==> config.mk <==
export PLATFORM = sky130hd
export DESIGN_NAME = pe_ucore_nch
export DESIGN_NICKNAME = d
export VERILOG_FILES = /design/src/rtl/pe_ucore_pkg.sv /design/src/rtl/pe_in_fifo.sv /design/src/rtl/pe_ucore_nch.sv
export SDC_FILE = /design/constraint.sdc
export NUM_CORES = 1
export LEC_CHECK = 0
export ABC_AREA = 0
export ABC_CLOCK_PERIOD_IN_PS = 4800
export BUFFER_PORTS_ARGS = -buffer_cell sky130_fd_sc_hd__buf_2
export CELL_PAD_IN_SITES_DETAIL_PLACEMENT = 0
export CELL_PAD_IN_SITES_GLOBAL_PLACEMENT = 1
export CORE_UTILIZATION = 43
export DETAILED_ROUTE_END_ITERATION = 8
export PLACE_DENSITY = 0.89
export SLEW_MARGIN = 20
export SYNTH_ARGS = -nofsm -noshare
export SYNTH_HDL_FRONTEND = slang
export SYNTH_SLANG_ARGS = --single-unit
export TNS_END_PERCENT = 5
==> constraint.sdc <==
create_clock -name clk -period 4.8 [get_ports clk]
set_input_delay 0.96 -clock clk [delete_from_list [all_inputs] [get_ports clk]]
set_output_delay 0.96 -clock clk [all_outputs]
set_load 0.1 [all_outputs]
==> src/rtl/pe_ucore_pkg.sv <==
// Purpose: shared types and config-field layout for the PE micro-core.
// Latency: n/a (types, constants and constant functions only).
// Backpressure: n/a.
package pe_ucore_pkg;

    typedef enum logic [3:0] {
        OP_PASS    = 4'd0,
        OP_ADD     = 4'd1,
        OP_SUB     = 4'd2,
        OP_AND     = 4'd3,
        OP_OR      = 4'd4,
        OP_XOR     = 4'd5,
        OP_SHL     = 4'd6,
        OP_SHR     = 4'd7,
        OP_LT      = 4'd8,
        OP_EQ      = 4'd9,
        OP_STEER_T = 4'd10,
        OP_STEER_F = 4'd11
    } opcode_e;

    typedef enum logic [1:0] {
        IDLE = 2'd0,
        RUN  = 2'd1,
        DONE = 2'd2
    } state_e;

    // Config register layout, LSB first: opcode, in_mask, target.
    localparam int CFG_OP_LSB   = 0;
    localparam int CFG_OP_W     = 4;
    localparam int CFG_MASK_LSB = CFG_OP_LSB + CFG_OP_W;

    // Default geometry, used by the packed view below.
    localparam int DEF_NUM_IN    = 3;
    localparam int DEF_CNT_WIDTH = 16;

    function automatic int cfg_target_lsb(input int num_in);
        return CFG_MASK_LSB + num_in;
    endfunction

    function automatic int cfg_width(input int num_in, input int cnt_width);
        return CFG_MASK_LSB + num_in + cnt_width;
    endfunction

    // Packed view of the config register for the default geometry.
    typedef struct packed {
        logic [DEF_CNT_WIDTH-1:0] target;
        logic [DEF_NUM_IN-1:0]    in_mask;
        logic [CFG_OP_W-1:0]      opcode;
    } cfg_t;

endpackage

==> src/rtl/pe_in_fifo.sv <==
// Purpose: small circular input buffer for one NoC channel.
// Latency: a word pushed in cycle t is at the head in t+1.
// Backpressure: full is exported so the channel ready can be !full; a push while full is dropped.
// Ports: clr empties the buffer synchronously (a push in the same cycle is discarded);
//        push/push_dat write, pop advances; head_dat/empty/full describe the current state.
module pe_in_fifo #(
    parameter int DATA_WIDTH = 32,
    parameter int BUF_DEPTH  = 2
) (
    input  logic                  clk,
    input  logic                  rst_n,
    input  logic                  clr,
    input  logic                  push,
    input  logic [DATA_WIDTH-1:0] push_dat,
    input  logic                  pop,
    output logic [DATA_WIDTH-1:0] head_dat,
    output logic                  empty,
    output logic                  full
);

    localparam int AW = $clog2(BUF_DEPTH);

    // Pointers carry one wrap bit so full and empty are distinguishable.
    logic [AW:0]           wr_q, wr_d, rd_q, rd_d;
    logic [DATA_WIDTH-1:0] mem_q [BUF_DEPTH];
    logic [DATA_WIDTH-1:0] mem_d [BUF_DEPTH];
    logic                  do_push, do_pop;

    assign empty    = (wr_q == rd_q);
    assign full     = (wr_q[AW] != rd_q[AW]) && (wr_q[AW-1:0] == rd_q[AW-1:0]);
    assign head_dat = mem_q[rd_q[AW-1:0]];
    assign do_push  = push && !full && !clr;
    assign do_pop   = pop && !empty && !clr;

    always_comb begin
        mem_d = mem_q;
        wr_d  = wr_q;
        rd_d  = rd_q;
        if (clr) begin
            wr_d = '0;
            rd_d = '0;
        end else begin
            if (do_push) begin
                mem_d[wr_q[AW-1:0]] = push_dat;
                wr_d                = wr_q + (AW+1)'(1);
            end
            if (do_pop) begin
                rd_d = rd_q + (AW+1)'(1);
            end
        end
    end

    always_ff @(posedge clk or negedge rst_n) begin
        if (!rst_n) begin
            wr_q  <= '0;
            rd_q  <= '0;
            mem_q <= '{default: '0};
        end else begin
            wr_q  <= wr_d;
            rd_q  <= rd_d;
            mem_q <= mem_d;
        end
    end

endmodule

==> src/rtl/pe_ucore_nch.sv <==
// Purpose: PE micro-core with NUM_IN buffered NoC inputs, opcode FU with steer modes, NUM_OUT broadcast.
// Latency: result registered in the fire cycle, noc_valid all-ones the next cycle.
// Backpressure: per-input ready = !full; the output slot holds until every destination has taken it.
// Ports: ctrl_en/ctrl_clear/ctrl_done control; noc_ivalid/noc_in/noc_oready inputs;
//        noc_out/noc_valid/noc_ready broadcast output; cfg_en/cfg_in/cfg_out serial config chain.
module pe_ucore_nch
    import pe_ucore_pkg::*;
#(
    parameter int DATA_WIDTH = 32,
    parameter int NUM_IN     = 3,
    parameter int NUM_OUT    = 2,
    parameter int BUF_DEPTH  = 2,
    parameter int CNT_WIDTH  = 16
) (
    input  logic                         clk,
    input  logic                         rst_n,
    input  logic                         ctrl_en,
    input  logic                         ctrl_clear,
    output logic                         ctrl_done,
    input  logic [NUM_IN-1:0]            noc_ivalid,
    input  logic [NUM_IN*DATA_WIDTH-1:0] noc_in,
    output logic [NUM_IN-1:0]            noc_oready,
    output logic [DATA_WIDTH-1:0]        noc_out,
    output logic [NUM_OUT-1:0]           noc_valid,
    input  logic [NUM_OUT-1:0]           noc_ready,
    input  logic                         cfg_en,
    input  logic                         cfg_in,
    output logic                         cfg_out
);

    localparam int CFG_W   = cfg_width(NUM_IN, CNT_WIDTH);
    localparam int TGT_LSB = cfg_target_lsb(NUM_IN);
    localparam int SH_W    = $clog2(DATA_WIDTH);

    state_e                state_q, state_d;
    logic [CFG_W-1:0]      cfg_q, cfg_d;
    logic [CNT_WIDTH-1:0]  cnt_q, cnt_d;
    logic [NUM_OUT-1:0]    vld_q, vld_d;
    logic [DATA_WIDTH-1:0] out_q, out_d;
    logic                  done_q, done_d;

    logic [3:0]            op_raw;
    logic [NUM_IN-1:0]     in_mask;
    logic [CNT_WIDTH-1:0]  target;
    logic [CNT_WIDTH-1:0]  cnt_inc;
    logic                  hit_target;

    logic [DATA_WIDTH-1:0] head_dat [NUM_IN];
    logic [NUM_IN-1:0]     fifo_empty, fifo_full, fifo_push, fifo_pop;
    logic [DATA_WIDTH-1:0] a, b, res;
    logic                  pred, emit;
    logic [NUM_OUT-1:0]    vld_left;
    logic                  heads_ok, slot_ok, fire;
    logic                  unused_pred_hi;

    assign op_raw  = cfg_q[CFG_OP_LSB +: CFG_OP_W];
    assign in_mask = cfg_q[CFG_MASK_LSB +: NUM_IN];
    assign target  = cfg_q[TGT_LSB +: CNT_WIDTH];

    // Input channels.
    for (genvar i = 0; i < NUM_IN; i++) begin : g_in
        pe_in_fifo #(
            .DATA_WIDTH (DATA_WIDTH),
            .BUF_DEPTH  (BUF_DEPTH)
        ) u_fifo (
            .clk      (clk),
            .rst_n    (rst_n),
            .clr      (ctrl_clear),
            .push     (fifo_push[i]),
            .push_dat (noc_in[i*DATA_WIDTH +: DATA_WIDTH]),
            .pop      (fifo_pop[i]),
            .head_dat (head_dat[i]),
            .empty    (fifo_empty[i]),
            .full     (fifo_full[i])
        );
    end

    assign noc_oready = ~fifo_full;
    assign fifo_push  = noc_ivalid & ~fifo_full;
    assign fifo_pop   = {NUM_IN{fire}} & in_mask;

    assign a              = head_dat[0];
    assign b              = head_dat[1];
    assign pred           = head_dat[NUM_IN-1][0];
    assign unused_pred_hi = ^head_dat[NUM_IN-1][DATA_WIDTH-1:1];

    // Functional unit. Unused opcodes fall through to PASS.
    always_comb begin
        res  = a;
        emit = 1'b1;
        case (op_raw)
            OP_ADD:     res = a + b;
            OP_SUB:     res = a - b;
            OP_AND:     res = a & b;
            OP_OR:      res = a | b;
            OP_XOR:     res = a ^ b;
            OP_SHL:     res = a << b[SH_W-1:0];
            OP_SHR:     res = a >> b[SH_W-1:0];
            OP_LT:      res = DATA_WIDTH'(a < b);
            OP_EQ:      res = DATA_WIDTH'(a == b);
            OP_STEER_T: emit = pred;
            OP_STEER_F: emit = ~pred;
            default:    res = a;
        endcase
    end

    // Destinations that still owe a handshake after this cycle; zero means the
    // slot is either empty or drains now, so a new result may load it.
    assign vld_left = vld_q & ~noc_ready;
    assign heads_ok = &(~in_mask | ~fifo_empty);
    assign slot_ok  = (vld_left == '0);
    assign fire     = (state_q == RUN) && ctrl_en && !cfg_en && !ctrl_clear && heads_ok && slot_ok;

    assign cnt_inc    = cnt_q + 1'b1;
    assign hit_target = (target != '0) && (cnt_inc == target);

    always_comb begin
        state_d = state_q;
        if (cfg_en || ctrl_clear) begin
            state_d = IDLE;
        end else begin
            case (state_q)
                IDLE:    if (ctrl_en) state_d = RUN;
                RUN:     if (fire && hit_target) state_d = DONE;
                DONE:    state_d = DONE;
                default: state_d = IDLE;
            endcase
        end
    end

    always_comb begin
        cfg_d = cfg_q;
        if (cfg_en) begin
            cfg_d = {cfg_in, cfg_q[CFG_W-1:1]};
        end
    end

    always_comb begin
        cnt_d  = cnt_q;
        vld_d  = vld_left;
        out_d  = out_q;
        done_d = (state_d == DONE);
        if (ctrl_clear) begin
            cnt_d = '0;
            vld_d = '0;
            out_d = '0;
        end else if (fire) begin
            cnt_d = cnt_inc;
            // A steer with a false predicate is counted but leaves the slot empty.
            if (emit) begin
                vld_d = '1;
                out_d = res;
            end
        end
    end

    always_ff @(posedge clk or negedge rst_n) begin
        if (!rst_n) begin
            state_q <= IDLE;
            cfg_q   <= '0;
            cnt_q   <= '0;
            vld_q   <= '0;
            out_q   <= '0;
            done_q  <= 1'b0;
        end else begin
            state_q <= state_d;
            cfg_q   <= cfg_d;
            cnt_q   <= cnt_d;
            vld_q   <= vld_d;
            out_q   <= out_d;
            done_q  <= done_d;
        end
    end

    assign ctrl_done = done_q;
    assign noc_out   = out_q;
    assign noc_valid = vld_q;
    assign cfg_out   = cfg_q[0];

endmodule

# ---- Word level (Yosys, flattened, before mapping)
# Index checks and enable logic that the tools add are counted.
dict set report word_totals {
  inputBits 107
  reg_bits 280
  output_inout_bits 39
  word_cells 177
}
dict set report classes {
  reduce_logical 50
  order_cmp 10
  n_addsub 9
  mux 44
  n_bitwise 19
  eq_ne 25
  n_shift 2
}
# operator count
set ops {}
lappend ops {{$mux W32} 12}
lappend ops {{$pmux W32 S9} 1}
lappend ops {{$bwmux W64} 3}
lappend ops {{$demux W32 S1} 3}
lappend ops {{$mux W2} 18}
lappend ops {{$add A32 B32 Y32} 1}
lappend ops {{$and A32 B32 Y32} 1}
lappend ops {{$eq A32 B32 Y1} 1}
lappend ops {{$lt A32 B32 Y1} 1}
lappend ops {{$mux W16} 2}
lappend ops {{$or A32 B32 Y32} 1}
lappend ops {{$shl A32 B5 Y32} 1}
lappend ops {{$shr A32 B5 Y32} 1}
lappend ops {{$sub A32 B32 Y32} 1}
lappend ops {{$xor A32 B32 Y32} 1}
lappend ops {{$logic_and A1 B1 Y1} 25}
lappend ops {{$add A16 B1 Y16 const B} 1}
lappend ops {{$eq A16 B16 Y1} 1}
lappend ops {{$eq A4 B3 Y1 const B} 4}
lappend ops {{$eq A4 B4 Y1 const B} 4}
lappend ops {{$reduce_bool A16 Y1} 1}
lappend ops {{$reduce_bool A2 Y1} 8}
lappend ops {{$add A2 B1 Y2 const B} 6}
lappend ops {{$ge A2 B2 Y1 const B} 6}
lappend ops {{23 further kinds} 55}

# ---- Logic depth before layout (Yosys ltp)
# Gate-level depths: netlist (run 1).
dict set report depth {
  word_depth 11
  depth_mapped 19
  mapped_depth_nobuf 14
}

# ---- Cells and area by module
# Synthesis (run 1) repeated with hierarchy kept, for this count alone.
dict set report hier_totals {
  cells_unflattened 2227
  hier_area_um2 20857.5
}
# mod seq_area_each_um2 n_inst cells_each area_each_um2
set by_module_without_submodules {}
lappend by_module_without_submodules {pe_ucore_nch 1901.8 1 1625 11721.2}
lappend by_module_without_submodules {{pe_in_fifo at g_in[0].u_fifo ...} 1701.6 2 201 3045.4}
lappend by_module_without_submodules {{pe_in_fifo at g_in[2].u_fifo} 1701.6 1 200 3045.4}

# ---- Worst setup path before layout (run 1)
# Ideal clock, no wire load.
dict set report synth_timing {
  path_type {reg2reg}
  startpoint {reg g_in[1].u_fifo.rd_q[0]}
  endpoint {reg out_q[27], in the netlist noc_out[27]}
  period_less_slack_ns 4.568
  stages_incl_launch_ff 18
  t_required_ns 4.669
  arrival_ns 4.436
  slack_ns 0.232
  cell_sequence {dfrtp_1 -> buf_6 -> mux2i_1 -> clkbuf_1 -> buf_1 -> clkbuf_1 -> ha_1 -> buf_6 -> o211a_1 -> a21oi_1 -> o21a_1 -> o21ai_0 -> a311oi_2 -> o21ai_0 -> xor2_1 -> a32oi_1 -> o211ai_1 -> or3_1}
}
dict set report synth_between {
  elab_chain_len 9
  elab_cells_between_ends 23
}
# element line
set synth_rtl {}
lappend synth_rtl {{start, declared} pe_in_fifo.sv:24} ;# logic [AW:0] wr_q, wr_d, rd_q, rd_d;
lappend synth_rtl {{start signal, assigned} pe_in_fifo.sv:60} ;# rd_q <= rd_d;
lappend synth_rtl {{$not A1 Y2 (not written as such)} pe_in_fifo.sv:31} ;# assign head_dat = mem_q[rd_q[AW-1:0]];
lappend synth_rtl {{$mux W32 (not written as such) (3 in a row)} pe_in_fifo.sv:31}
lappend synth_rtl {{$sub A32 B32 Y32, or another cell as far along} pe_ucore_nch.sv:93} ;# OP_SUB: res = a - b;
lappend synth_rtl {{$pmux W32 S9} pe_ucore_nch.sv:91} ;# case (op_raw)
lappend synth_rtl {{$mux W32} pe_ucore_nch.sv:150} ;# if (emit) begin
lappend synth_rtl {{$mux W32} pe_ucore_nch.sv:147} ;# end else if (fire) begin
lappend synth_rtl {{$mux W32} pe_ucore_nch.sv:143} ;# if (ctrl_clear) begin
lappend synth_rtl {{end signal, assigned} pe_ucore_nch.sv:170} ;# out_q <= out_d;
lappend synth_rtl {{end, declared} pe_ucore_nch.sv:39} ;# logic [DATA_WIDTH-1:0] out_q, out_d;
# Several ways; a longest one is shown, not always the timed one. The select of a mux whose other input is x is not followed.
# A chain may end at the register's enable or synchronous reset.

# ---- Final worst setup path (run 1)
dict set report layout_timing {
  startpoint {reg g_in[0].u_fifo.rd_q[0]}
  endpoint {reg out_q[0], in the netlist noc_out[0]}
}
dict set report layout_between {
  elab_chain_len 9
  elab_cells_between_ends 25
}
# element line
set layout_rtl {}
lappend layout_rtl {{start, declared} pe_in_fifo.sv:24}
lappend layout_rtl {{start signal, assigned} pe_in_fifo.sv:60}
lappend layout_rtl {{$not A1 Y2 (not written as such)} pe_in_fifo.sv:31}
lappend layout_rtl {{$mux W32 (not written as such) (3 in a row)} pe_in_fifo.sv:31}
lappend layout_rtl {{$sub A32 B32 Y32, or another cell as far along} pe_ucore_nch.sv:93}
lappend layout_rtl {{$pmux W32 S9} pe_ucore_nch.sv:91}
lappend layout_rtl {{$mux W32} pe_ucore_nch.sv:150}
lappend layout_rtl {{$mux W32} pe_ucore_nch.sv:147}
lappend layout_rtl {{$mux W32} pe_ucore_nch.sv:143}
# Several ways; a longest one is shown, not always the timed one. The select of a mux whose other input is x is not followed.

==> PnR_summary.wiki, run 1 <==
{| class="wikitable"
! Metric !! Value
|-
| Crit path DAT || 5000 ps
|-
| Type of the setup path with the least slack || register to register
|-
| Static power due to leakage || 9.09 nW
|-
| Required time of the critical path || 5280 ps
|-
| HPWL after detailed placement || 50,800 um
|-
| Detail Route met3 WL || 5530 um
|-
| Unrepaired setup endpoints after global routing || no
|-
| Number of pins exceeding their max-slew limit in the final report || 0
|-
| Outcome || finished, final reports clean
|-
| Register area share after synthesis || 0.299
|-
| Number of antenna-violating nets in the routed design || 0
|-
| Count of distinct cell types in the synthesized netlist || 84
|-
| Vias in the first global route || 17,048
|-
| GP Congestion || 1.05
|-
| Layout fillers || 4,019
|-
| Sequential cell area || 5460 um2
|-
| Number of buffers inserted by port buffering || 114
|-
| Critical path cell sequence || mux2i_2, buf_4, ha_1, fa_1, o21bai_1, a2111oi_0, buf_4, o21ba_2, nand3_1, a211oi_1, nor2_1, o31ai_1, buf_4, o21bai_1, a2111oi_0, o22a_1
|-
| Root cell of the clock tree || clkbuf_16
|-
| Maximum clock path buffer count || 3
|-
| Most frequent CP cell || buf_4
|-
| Clock slew seen by the registers of the worst setup and hold paths || 60 ps
|-
| Synthesized-area fraction occupied by xor and xnor cells || 0.0264
|-
| Multi-input combinational cell area || 11,900 um2
|-
| Crit path buffers/inverters || 3
|-
| Final period demand of the worst path || 4520 ps
|-
| Number of nets in the finished design || 2,448
|-
| EDFF count, synth || 0
|-
| Net count after synthesis || 2,329
|-
| Average footprint of a synthesized cell || 8.61 um2
|-
| IO Pins || 146
|-
| Initial antenna violation count || 0
|-
| Final design utilization || 0.495
|-
| Via density || 6.24
|-
| Setup violators final || 0
|-
| Max-Slew Margin vs Limit || 0.218
|-
| Initial core utilization || 0.435
|-
| Highest signal layer in the routed design || met4
|-
| Area fraction in and, or, nand and nor cells after synthesis || 0.153
|-
| Max VDD drop || 0.316 mV
|-
| Global-route wire length before repair || 102,000 um
|-
| Mux contribution to synthesized area || 0.190
|-
| Number of standard cells in the final layout excluding fillers || 2,798
|-
| Endpoints failing hold || 0
|-
| Placement row count || 75
|-
| Number of H-tree branching levels || 1
|-
| Met2 layer wire length in the routed design || 30,400 um
|-
| Proportion of netlist area held by the largest area contributor || 0.299
|-
| Area of the mapped netlist || 18,300 um2
|-
| Residual overflow from global routing || 0
|-
| Worst-Skew Late Latency || 570 ps
|-
| Routed vias || 17,447
|-
| Crit end category || register
|-
| Floorplan die area || 43,300 um2
|-
| Global-route usage over all layers || 0.303
|-
| Power dissipated by switching net loads || 6.36 mW
|-
| Min-Delay Path Class || input port to asynchronous set/reset pin
|-
| Slowest stage cell, crit path || dfrtp_2
|-
| Resized Gates After CTS || 0
|-
| Clock tree from TritonCTS || done
|-
| P&R area growth vs syn || 13.8%
|-
| Kind of cell with the highest combined delay on the critical path || compound AO/OA/AOI/OAI gates
|-
| Highest cell delay on the worst timing path || 600 ps
|-
| Cell internal pwr || 6.37 mW
|-
| Type of element launching the critical path || register
|-
| Crit Path Max Fanout || 13
|-
| Syn Inst Count || 2,121
|-
| Top cell types by occurrence after synthesis || 218 x dfrtp_1, 209 x nand2_1, 183 x nor2_1
|-
| Largest net degree at the start of global routing || 78
|-
| DP Cell Count || 2,751
|-
| Total wire length after detailed routing || 66,800 um
|-
| Number of warnings printed during yosys synthesis || 0
|-
| Clock skew after layout || 26.1 ps
|-
| Antenna cells || 0
|-
| Final Cycle Share || 0.942
|-
| Share of final-layout standard cells stronger than drive strength 1 || 0.215
|-
| Switching Fraction || 0.500
|-
| Cell area power density || 613 nW/um2
|-
| Share of total power in sequential cells || 0.214
|-
| Main flop type after synthesis || dfrtp_1
|-
| DRC violations left || 0
|-
| Setup repair bufs after CTS || 0
|-
| Actual transition at the worst max-transition pin || 1170 ps
|-
| Achievable frequency || 0.221 GHz
|-
| Library cell occupying the most area in the post-synthesis netlist || dfrtp_1
|-
| DRT Pass-1 Iters || 6
|-
| Fraction of power consumed by the clock network || 0.154
|-
| Synth Area in Compound Gates || 0.206
|-
| TNS Setup || 0 ps
|-
| Die outline width || 208 um
|-
| Asr flop ratio synth || 1.00
|-
| CTS Sinks || 218
|-
| Fraction of power consumed by combinational cells || 0.632
|-
| Flip-flop and latch count after synthesis || 218
|-
| Share of synthesized cell area in full adder, half adder and majority cells || 0.0701
|-
| Total power || 12.7 mW
|-
| Post-detailed-route wirelength per cell || 23.9 um
|-
| Inserted Clock Buffers || 26
|-
| Die Y || 208 um
|-
| Total of hold buffers inserted after clock tree synthesis || 0
|-
| Main combinational cell family by area after synthesis || compound AO/OA/AOI/OAI gates
|-
| Metal-1 WL || 26,800 um
|-
| Core area || 41,900 um2
|-
| Leading cell type by number of instances after synthesis || dfrtp_1
|-
| Max-cap viol count || 0
|-
| Cells taking the most area after synthesis || dfrtp_1 30%, mux2_2 10%, mux2i_1 8.5%
|-
| Drt first-iter violations || 1,790
|}
[worst paths after layout]
| kind | from | to | slack, ps | cells past startpoint |
|---|---|---|---|---|
| worst max-delay path | g_in[0].u_fifo.rd_q[0] | noc_out[0] | 280 | 16 |
| max in group asynchronous | rst_n | g_in[0].u_fifo.rd_q[0] | 3430 | 2 |
| worst min register to register | noc_out[16] | noc_out[16] | 480 | 1 |
| worst max register to register | g_in[0].u_fifo.rd_q[0] | noc_out[0] | 280 | 16 |
| min in group clk | noc_out[16] | noc_out[16] | 480 | 1 |
| worst min-delay path | rst_n | g_in[1].u_fifo.mem_q[59] | 360 | 1 |
[cells by family (layout without fill, tap and decap cells)]
kind of cell / Yosys count / count (layout)
adders and majority gates: 101 / 101
muxes: 323 / 323
xor gates and xnor gates: 55 / 55
AOI/OAI and AO/OA: 571 / 571
DFF: 218 / 218
and+or+nand+nor: 612 / 612
buffers and inverters: 241 / 379
[layer usage]
metal,track usage,up-vias
met5,0,-
met4,0.166,0
met3,0.0445,200
met2,0.485,883
met1,0.396,8422
li1,-,7942
[worst reg2reg max path: stages (launching register included)]
cell and delay, ps:
dfrtp_2 600, mux2i_2 360, buf_4 220, ha_1 190
fa_1 230, o21bai_1 150, a2111oi_0 520, buf_4 190
o21ba_2 190, nand3_1 200, a211oi_1 380, nor2_1 130
o31ai_1 240, buf_4 170, o21bai_1 80, a2111oi_0 400
o22a_1 190
[power groups by stage]
stage	combinational [mW]	clock (mW)	sequential [mW]
2_1_floorplan	5.07	0	2.69
3_3_place_gp	7.69	0	2.71
3_5_place_dp	7.77	0	2.75
4_1_cts	7.81	2.00	2.72
5_1_grt	8.54	2.08	2.80
6_report	8.05	1.96	2.72
[layout make-up]
type                    instances  area share
inverters                      91      0.0167
clock buffers                  34      0.0352
clock inverters                13     0.00585
repair buffers                241      0.0745
multi-input cells            1662       0.572
flip-flops and latches        218       0.263
well taps                     539      0.0325
[registers in the layout, indices dropped and copies added, names as in the netlist, 2 cells and up]
name and count:
noc_valid 2, cnt_q 16, noc_out 32, cfg_q 23
g_in.u_fifo.wr_q 6, g_in.u_fifo.mem_q 130, g_in.u_fifo.rd_q 6, state_q 2
[per-stage QoR]
step	setup WS, ps	cell area (um2)	hold WS (ps)
final	280	20800	362
after global routing	25.6	20800	407
after CTS	356	20800	378
after detailed placement	418	19900	467
after global placement	450	19900	456
after floorplan	232	18300	470
[placed cells by master (no fill, tap or decap), drive strengths merged, types with 34 or more instances in the layout]
cell type	instances
inv	93
o21ai	134
ha	99
o211ai	34
dfrtp	218
a21oi	144
mux2i	160
a221oi	36
buf	241
clkbuf	34
mux2	162
nor3	48
nand2	209
nand3	42
nor2	183
(Power assumes the default switching activity.)
==> run 2: changes to the inputs <==
--- a/config.mk
+++ b/config.mk
@@ -6,14 +6,14 @@
 export NUM_CORES = 1
 export LEC_CHECK = 0
 export ABC_AREA = 0
-export ABC_CLOCK_PERIOD_IN_PS = 4800
+export ABC_CLOCK_PERIOD_IN_PS = 5100
 export BUFFER_PORTS_ARGS = -buffer_cell sky130_fd_sc_hd__buf_2
 export CELL_PAD_IN_SITES_DETAIL_PLACEMENT = 0
 export CELL_PAD_IN_SITES_GLOBAL_PLACEMENT = 1
-export CORE_UTILIZATION = 43
+export CORE_UTILIZATION = 47
 export DETAILED_ROUTE_END_ITERATION = 8
-export PLACE_DENSITY = 0.89
-export SLEW_MARGIN = 20
+export PLACE_DENSITY = 0.92
+export SKIP_CTS_REPAIR_TIMING = 1
 export SYNTH_ARGS = -nofsm -noshare
 export SYNTH_HDL_FRONTEND = slang
 export SYNTH_SLANG_ARGS = --single-unit
==> constraint.sdc (replaced) <==
create_clock -name clk -period 5.1 [get_ports clk]
set_input_delay 1.02 -clock clk [delete_from_list [all_inputs] [get_ports clk]]
set_output_delay 1.02 -clock clk [all_outputs]
set_load 0.1 [all_outputs]
==> run 2 against run 1 <==
Against the previous run: routed wire length rose by 1.6%; power fell by 6.8%; sequential power shrank 6%; count of clock-buffer cells in the layout is 5 higher; maximum frequency shrank 6.4%; critical path depth is 2 lower; combinational power is 6.5% lower; global-route usage up 4.1 points; sequential share of layout area increased by 0.32 points; design area fell by 1.2%; non-clock buffer count decreased by 26; register-to-register slack hardly changed; critical endpoint unchanged.
==> PnR_summary.wiki, run 2 (synthesis results as in run 1) <==
{| class="wikitable"
! Metric !! Value
|-
| Number of H-tree branching levels || 1 (unchanged)
|-
| Flop2flop setup slack || 270 ps (was 280 ps)
|-
| Static power due to leakage || 8.95 nW (was 9.09 nW)
|-
| HPWL after detailed placement || 51,400 um (was 50,800 um)
|-
| Clock skew after layout || 21.9 ps (was 26.1 ps)
|-
| Root cell of the clock tree || clkbuf_16 (unchanged)
|-
| Inserted Clock Buffers || 25 (was 26)
|-
| Slowest stage cell, crit path || a2111oi_0 (was dfrtp_2)
|-
| Die outline width || 199 um (was 208 um)
|-
| Initial core utilization || 0.481 (was 0.435)
|-
| Worst setup path startpoint || g_in[1].u_fifo.rd_q[0] (was g_in[0].u_fifo.rd_q[0])
|-
| Floorplan die area || 39,600 um2 (was 43,300 um2)
|-
| Endpoint of the most critical setup path || noc_out[0] (unchanged)
|-
| Largest net degree at the start of global routing || 95 (was 78)
|-
| Number of pins exceeding their max-slew limit in the final report || 0 (unchanged)
|-
| Placement row count || 71 (was 75)
|-
| Global-route usage over all layers || 0.344 (was 0.303)
|-
| Endpoints failing hold || 0 (unchanged)
|-
| Worst-Skew Late Latency || 580 ps (was 570 ps)
|-
| Required time of the critical path || 5610 ps (was 5280 ps)
|-
| Final Cycle Share || 0.947 (was 0.942)
|-
| Crit Path Max Fanout || 21 (was 13)
|-
| Crit end category || register (unchanged)
|-
| Number of antenna-violating nets in the routed design || 0 (unchanged)
|-
| Fraction of power consumed by combinational cells || 0.635 (was 0.632)
|-
| Maximum clock path buffer count || 3 (unchanged)
|-
| Setup violators final || 0 (unchanged)
|-
| P&R area growth vs syn || 12.4% (was 13.8%)
|-
| Routed vias || 17,539 (was 17,447)
|-
| Kind of cell with the highest combined delay on the critical path || compound AO/OA/AOI/OAI gates (unchanged)
|-
| Most frequent CP cell || buf_4 (unchanged)
|-
| Vias in the first global route || 16,890 (was 17,048)
|-
| Core area || 37,900 um2 (was 41,900 um2)
|-
| Max FFs per register || 130 (unchanged)
|-
| Unrepaired setup endpoints after global routing || no (unchanged)
|-
| Clock slew seen by the registers of the worst setup and hold paths || 60 ps (about the same)
|-
| Number of standard cells in the final layout excluding fillers || 2,742 (was 2,798)
|-
| Leading cell types in the layout, fill and taps excluded || 216 x dfrtp_1, 209 x nand2_1, 182 x nor2_1, 162 x mux2_2, 151 x mux2i_1 (was 216 x dfrtp_1, 209 x nand2_1, 183 x nor2_1, 162 x mux2_2, 152 x mux2i_1)
|-
| Achievable frequency || 0.207 GHz (was 0.221 GHz)
|-
| Crit path DAT || 5340 ps (was 5000 ps)
|-
| Final period demand of the worst path || 4830 ps (was 4520 ps)
|-
| Max-Slew Margin vs Limit || 0.335 (was 0.218)
|-
| Drt first-iter violations || 1,746 (was 1,790)
|-
| CTS Sinks || 218 (unchanged)
|-
| Metal-1 WL || 27,600 um (was 26,800 um)
|-
| Number of cells on the critical path || 14 (was 16)
|-
| IO Pins || 146 (unchanged)
|-
| Max-cap viol count || 0 (unchanged)
|-
| Met2 layer wire length in the routed design || 30,600 um (was 30,400 um)
|-
| TNS Setup || 0 ps (unchanged)
|-
| Final design utilization || 0.541 (was 0.495)
|-
| Type of element launching the critical path || register (unchanged)
|-
| Min-Delay Path Class || input port to asynchronous set/reset pin (unchanged)
|-
| Critical path cell sequence || buf_4, mux2i_1, ha_1, nor3_1, a221oi_2, nand3_1, a211oi_1, nor2_1, o31ai_1, buf_4, o21bai_1, a2111oi_0, buf_4, o22a_1 (was mux2i_2, buf_4, ha_1, fa_1, o21bai_1, a2111oi_0, buf_4, o21ba_2, nand3_1, a211oi_1, nor2_1, o31ai_1, buf_4, o21bai_1, a2111oi_0, o22a_1)
|-
| Die Y || 199 um (was 208 um)
|-
| Most flop-heavy register || g_in.u_fifo.mem_q (unchanged)
|-
| Clock tree from TritonCTS || done (unchanged)
|-
| DRC violations left || 0 (unchanged)
|-
| Highest signal layer in the routed design || met4 (unchanged)
|-
| Most common cell after layout, fill and taps aside || dfrtp_1 (unchanged)
|-
| Number of nets in the finished design || 2,421 (was 2,448)
|-
| Share of final-layout standard cells stronger than drive strength 1 || 0.204 (was 0.215)
|-
| Initial antenna violation count || 0 (unchanged)
|-
| Fraction of power consumed by the clock network || 0.150 (was 0.154)
|-
| Type of the setup path with the least slack || register to register (unchanged)
|-
| Detail Route met3 WL || 5280 um (was 5530 um)
|-
| Total power || 11.9 mW (was 12.7 mW)
|-
| Power dissipated by switching net loads || 6.01 mW (was 6.36 mW)
|-
| Share of total power in sequential cells || 0.215 (was 0.214)
|-
| Max VDD drop || 0.334 mV (was 0.316 mV)
|-
| Launch point of the worst reg-to-reg path || g_in[1].u_fifo.rd_q[0] (was g_in[0].u_fifo.rd_q[0])
|-
| DRT Pass-1 Iters || 6 (unchanged)
|-
| Outcome || finished, final reports clean (unchanged)
|-
| Total wire length after detailed routing || 67,900 um (was 66,800 um)
|-
| Via density || 6.40 (was 6.24)
|-
| Reg2Reg Depth || 14 (was 16)
|-
| Switching Fraction || 0.507 (was 0.500)
|-
| GP Congestion || 1.03 (was 1.05)
|-
| Highest cell delay on the worst timing path || 560 ps (was 600 ps)
|-
| Residual overflow from global routing || 0 (unchanged)
|-
| Crit path buffers/inverters || 3 (unchanged)
|-
| RR Endpoint || noc_out[0] (unchanged)
|-
| Actual transition at the worst max-transition pin || 995 ps (was 1170 ps)
|-
| Cell area power density || 578 nW/um2 (was 613 nW/um2)
|-
| Post-detailed-route wirelength per cell || 24.8 um (was 23.9 um)
|-
| Layout fillers || 3,569 (was 4,019)
|-
| DP Cell Count || 2,697 (was 2,751)
|-
| Cell internal pwr || 5.85 mW (was 6.37 mW)
|-
| Global-route wire length before repair || 103,000 um (was 102,000 um)
|-
| Number of buffers inserted by port buffering || 114 (unchanged)
|}
## run 2: changes by cell type in the layout (fill, tap and decap cells not counted), sizes merged
cell / delta
inv: -2
buf: -26
clkbuf: +5
clkinvlp: -1
clkinv: -4
diode: +1
bufinv: -1
## run 2: power groups by stage
stage                     registers [mW]  clock network, mW  logic (mW)
after detailed placement            2.58                  0        7.25
after floorplan                     2.54                  0        4.77
after CTS                           2.55               1.82        7.29
final                               2.55               1.78        7.53
after global routing                2.62               1.89        7.98
after global placement              2.54                  0        7.20
## run 2: cell type report
cell class              count  area (um2)  area share
diodes                      1        2.50    0.000122
clock buffers              39         758      0.0370
clock inverters             5        46.3     0.00226
inverters                  91         347      0.0169
multi-input cells        1662       11900       0.580
flip-flops and latches    218        5460       0.266
well taps                 511         639      0.0312
repair buffers            215        1370      0.0667
## run 2: worst reg2reg max path: cells and delay by family, from the launching register on
kind	cells	cell delay [ps]
AO/OA/AOI/OAI	6	1880
buffers and inverters	3	800
AND/OR/NAND/NOR	3	600
multiplexers	1	530
flip-flops	1	520
adder cells (fa/ha/maj)	1	430
## run 2: per-stage QoR
stage / instance area (um2) / hold slack [ps] / setup WS (ps)
after floorplan: 18300 / 470 / 532
after global placement: 19700 / 476 / 447
after detailed placement: 19700 / 481 / 287
after CTS: 20500 / 482 / 234
after global routing: 20500 / 519 / 43.2
final: 20500 / 461 / 269
## run 2: worst min path at each step
stage | cells after the start | to | start | slack (ps)
after floorplan | 2 | cnt_q[15] | cnt_q[15] | 470
after global placement | 1 | noc_out[24] | noc_out[24] | 480
after detailed placement | 2 | noc_out[19] | noc_out[19] | 480
after CTS | 1 | g_in[1].u_fifo.mem_q[62] | rst_n | 480
after global routing | 1 | g_in[0].u_fifo.mem_q[59] | g_in[0].u_fifo.mem_q[59] | 520
final | 1 | g_in[1].u_fifo.mem_q[30] | rst_n | 460
## run 2: routing by layer
metal / GRT usage / vias up
li1: - / 7920
met1: 0.451 / 8544
met2: 0.543 / 878
met3: 0.0493 / 197
met4: 0.199 / 0
met5: 0 / -
==> run 3: changes to the inputs <==
--- a/config.mk
+++ b/config.mk
@@ -10,9 +10,9 @@
 export BUFFER_PORTS_ARGS = -buffer_cell sky130_fd_sc_hd__buf_2
 export CELL_PAD_IN_SITES_DETAIL_PLACEMENT = 0
 export CELL_PAD_IN_SITES_GLOBAL_PLACEMENT = 1
-export CORE_UTILIZATION = 47
+export CORE_UTILIZATION = 45
 export DETAILED_ROUTE_END_ITERATION = 8
-export PLACE_DENSITY = 0.92
+export PLACE_DENSITY = 0.89
 export SKIP_CTS_REPAIR_TIMING = 1
 export SYNTH_ARGS = -nofsm -noshare
 export SYNTH_HDL_FRONTEND = slang
==> run 3 against run 2 <==
Against the previous run: worst setup slack worse by 9.2 ps; clock skew is 3.4 ps higher; combinational power is 0.5% higher; count of clock-buffer cells in the layout shrank 2; critical path depth rose by 2; sequential share of layout area about the same; power increased by 0.45%; register-to-register slack hardly changed; critical endpoint unchanged; largest power group unchanged.
==> PnR_summary.wiki, run 3 (synthesis results as in run 1) <==
{| class="wikitable"
! Metric !! Value
|-
| Inserted Clock Buffers || 25 (unchanged)
|-
| Maximum clock path buffer count || 3 (unchanged)
|-
| Die Y || 203 um (was 199 um)
|-
| GP Congestion || 1.05 (was 1.03)
|-
| Critical path cell sequence || buf_4, mux2i_4, ha_1, nor2_1, a2111oi_0, buf_4, o21ba_2, nand3_1, a211oi_1, nor2_1, o31ai_1, buf_4, o21bai_1, a2111oi_0, buf_4, o22a_1 (was buf_4, mux2i_1, ha_1, nor3_1, a221oi_2, nand3_1, a211oi_1, nor2_1, o31ai_1, buf_4, o21bai_1, a2111oi_0, buf_4, o22a_1)
|-
| HPWL after detailed placement || 52,700 um (was 51,400 um)
|-
| Clock tree from TritonCTS || done (unchanged)
|-
| Crit path buffers/inverters || 4 (was 3)
|-
| TNS Setup || 0 ps (unchanged)
|-
| Number of pins exceeding their max-slew limit in the final report || 0 (unchanged)
|-
| Floorplan die area || 41,400 um2 (was 39,600 um2)
|-
| Largest net degree at the start of global routing || 88 (was 95)
|-
| Initial antenna violation count || 1 (was 0)
|-
| Highest cell delay on the worst timing path || 550 ps (was 560 ps)
|-
| Global-route usage over all layers || 0.333 (was 0.344)
|-
| Core area || 39,800 um2 (was 37,900 um2)
|-
| DRT Pass-1 Iters || 6 (unchanged)
|-
| Actual transition at the worst max-transition pin || 976 ps (was 995 ps)
|-
| CTS Sinks || 218 (unchanged)
|-
| Kind of cell with the highest combined delay on the critical path || compound AO/OA/AOI/OAI gates (unchanged)
|-
| Fin Hold WS || 479 ps (was 461 ps)
|-
| Worst-Skew Late Latency || 580 ps (about the same)
|-
| Multi-input combinational cell area || 11,900 um2 (about the same)
|-
| Outcome || finished, final reports clean (unchanged)
|-
| Unrepaired setup endpoints after global routing || no (unchanged)
|-
| Total power || 11.9 mW (about the same)
|-
| Static power due to leakage || 8.97 nW (was 8.95 nW)
|-
| Global-route wire length before repair || 105,000 um (was 103,000 um)
|-
| Residual overflow from global routing || 0 (unchanged)
|-
| DRC violations left || 0 (unchanged)
|-
| Type of the setup path with the least slack || register to register (unchanged)
|-
| P&R area growth vs syn || 12.5% (was 12.4%)
|-
| Via density || 6.28 (was 6.40)
|-
| Layout fillers || 3,855 (was 3,569)
|-
| Clock skew after layout || 25.3 ps (was 21.9 ps)
|-
| Type of element launching the critical path || register (unchanged)
|-
| Routed vias || 17,354 (was 17,539)
|-
| Number of buffers inserted by port buffering || 114 (unchanged)
|-
| Share of final-layout standard cells stronger than drive strength 1 || 0.206 (was 0.204)
|-
| Number of antenna-violating nets in the routed design || 0 (unchanged)
|-
| Crit path DAT || 5350 ps (was 5340 ps)
|-
| Endpoints failing hold || 0 (unchanged)
|-
| Die outline width || 203 um (was 199 um)
|-
| Max-cap viol count || 0 (unchanged)
|-
| Placement row count || 73 (was 71)
|-
| Max-Slew Margin vs Limit || 0.342 (was 0.335)
|-
| Root cell of the clock tree || clkbuf_16 (unchanged)
|-
| Leading cell types in the layout, fill and taps excluded || 216 x dfrtp_1, 209 x nand2_1, 183 x nor2_1, 162 x mux2_2, 152 x mux2i_1 (was 216 x dfrtp_1, 209 x nand2_1, 182 x nor2_1, 162 x mux2_2, 151 x mux2i_1)
|-
| Most common cell after layout, fill and taps aside || dfrtp_1 (unchanged)
|-
| Final Cycle Share || 0.949 (was 0.947)
|-
| Achievable frequency || 0.207 GHz (about the same)
|-
| Post-place instance area || 19,800 um2 (was 19,700 um2)
|-
| Most frequent CP cell || buf_4 (unchanged)
|-
| Required time of the critical path || 5610 ps (about the same)
|-
| Clock slew seen by the registers of the worst setup and hold paths || 60 ps (about the same)
|-
| Vias in the first global route || 16,879 (was 16,890)
|-
| Total wire length after detailed routing || 69,300 um (was 67,900 um)
|-
| Final period demand of the worst path || 4840 ps (was 4830 ps)
|-
| Slowest stage cell, crit path || dfrtp_2 (was a2111oi_0)
|-
| Max VDD drop || 0.332 mV (was 0.334 mV)
|-
| Most flop-heavy register || g_in.u_fifo.mem_q (unchanged)
|-
| Setup violators final || 0 (unchanged)
|-
| Max FFs per register || 130 (unchanged)
|-
| IO Pins || 146 (unchanged)
|-
| Final non-filler cell area || 20,500 um2 (about the same)
|-
| Sequential cell area || 5460 um2 (unchanged)
|-
| Number of nets in the finished design || 2,428 (was 2,421)
|-
| Drt first-iter violations || 2,033 (was 1,746)
|-
| Min-Delay Path Class || input port to asynchronous set/reset pin (unchanged)
|-
| Number of H-tree branching levels || 1 (unchanged)
|-
| Crit end category || register (unchanged)
|-
| Crit Path Max Fanout || 21 (unchanged)
|-
| Post-detailed-route wirelength per cell || 25.1 um (was 24.8 um)
|-
| Initial core utilization || 0.458 (was 0.481)
|-
| Cell area power density || 580 nW/um2 (was 578 nW/um2)
|}
-- run 3: power breakdown --
| group | switching [mW] | internal (mW) | total (mW) |
|---|---|---|---|
| sequential | 0.370 | 2.18 | 2.55 |
| clock | 0.802 | 0.985 | 1.79 |
| combinational | 4.92 | 2.66 | 7.57 |
| total | 6.09 | 5.83 | 11.9 |
-- run 3: worst register-to-register path, delay by kind of cell (launching register included) --
kind                       cells  cell delay (ps)
AOI/OAI and AO/OA              7             1970
buffers and inverters          4             1030
DFF                            1              550
muxes                          1              460
and+or+nand+nor                3              400
adders and majority gates      1              350
-- run 3: worst paths after layout --
kind / slack, ps / cells past startpoint / to / from
max: 260 / 16 / noc_out[0] / g_in[1].u_fifo.rd_q[0]
min: 480 / 1 / g_in[1].u_fifo.mem_q[59] / rst_n
max reg2reg: 260 / 16 / noc_out[0] / g_in[1].u_fifo.rd_q[0]
min reg2reg: 490 / 1 / noc_out[16] / noc_out[16]
max in group asynchronous: 3500 / 2 / g_in[0].u_fifo.mem_q[58] / rst_n
min in group clk: 490 / 1 / noc_out[16] / noc_out[16]
-- run 3: layout make-up --
type / instances / share of cell area
Antenna cell: 1 / 0.000122
Clock buffer: 37 / 0.0351
Clock inverter: 8 / 0.00305
Inverter: 91 / 0.0169
Multi-Input combinational cell: 1662 / 0.579
Sequential cell: 218 / 0.266
Tap cell: 525 / 0.0320
Timing Repair Buffer: 222 / 0.0684
-- run 3: stage by stage --
step / worst slack, ps / utilization / std cells
final: 260 / 0.516 / 2764
after detailed placement: 393 / 0.496 / 2718
after floorplan: 532 / - / 2121
after CTS: 336 / 0.516 / 2763
after global routing: 20.4 / 0.516 / 2763
after global placement: 417 / 0.496 / 2718
-- run 3: metal layers --
metal | global-route usage | share of wire | vias to the layer above
met4 | 0.162 | 0.055 | 0
met3 | 0.0459 | 0.078 | 194
li1 | - | - | 7926
met5 | 0 | 0 | -
met2 | 0.540 | 0.46 | 862
met1 | 0.435 | 0.41 | 8372
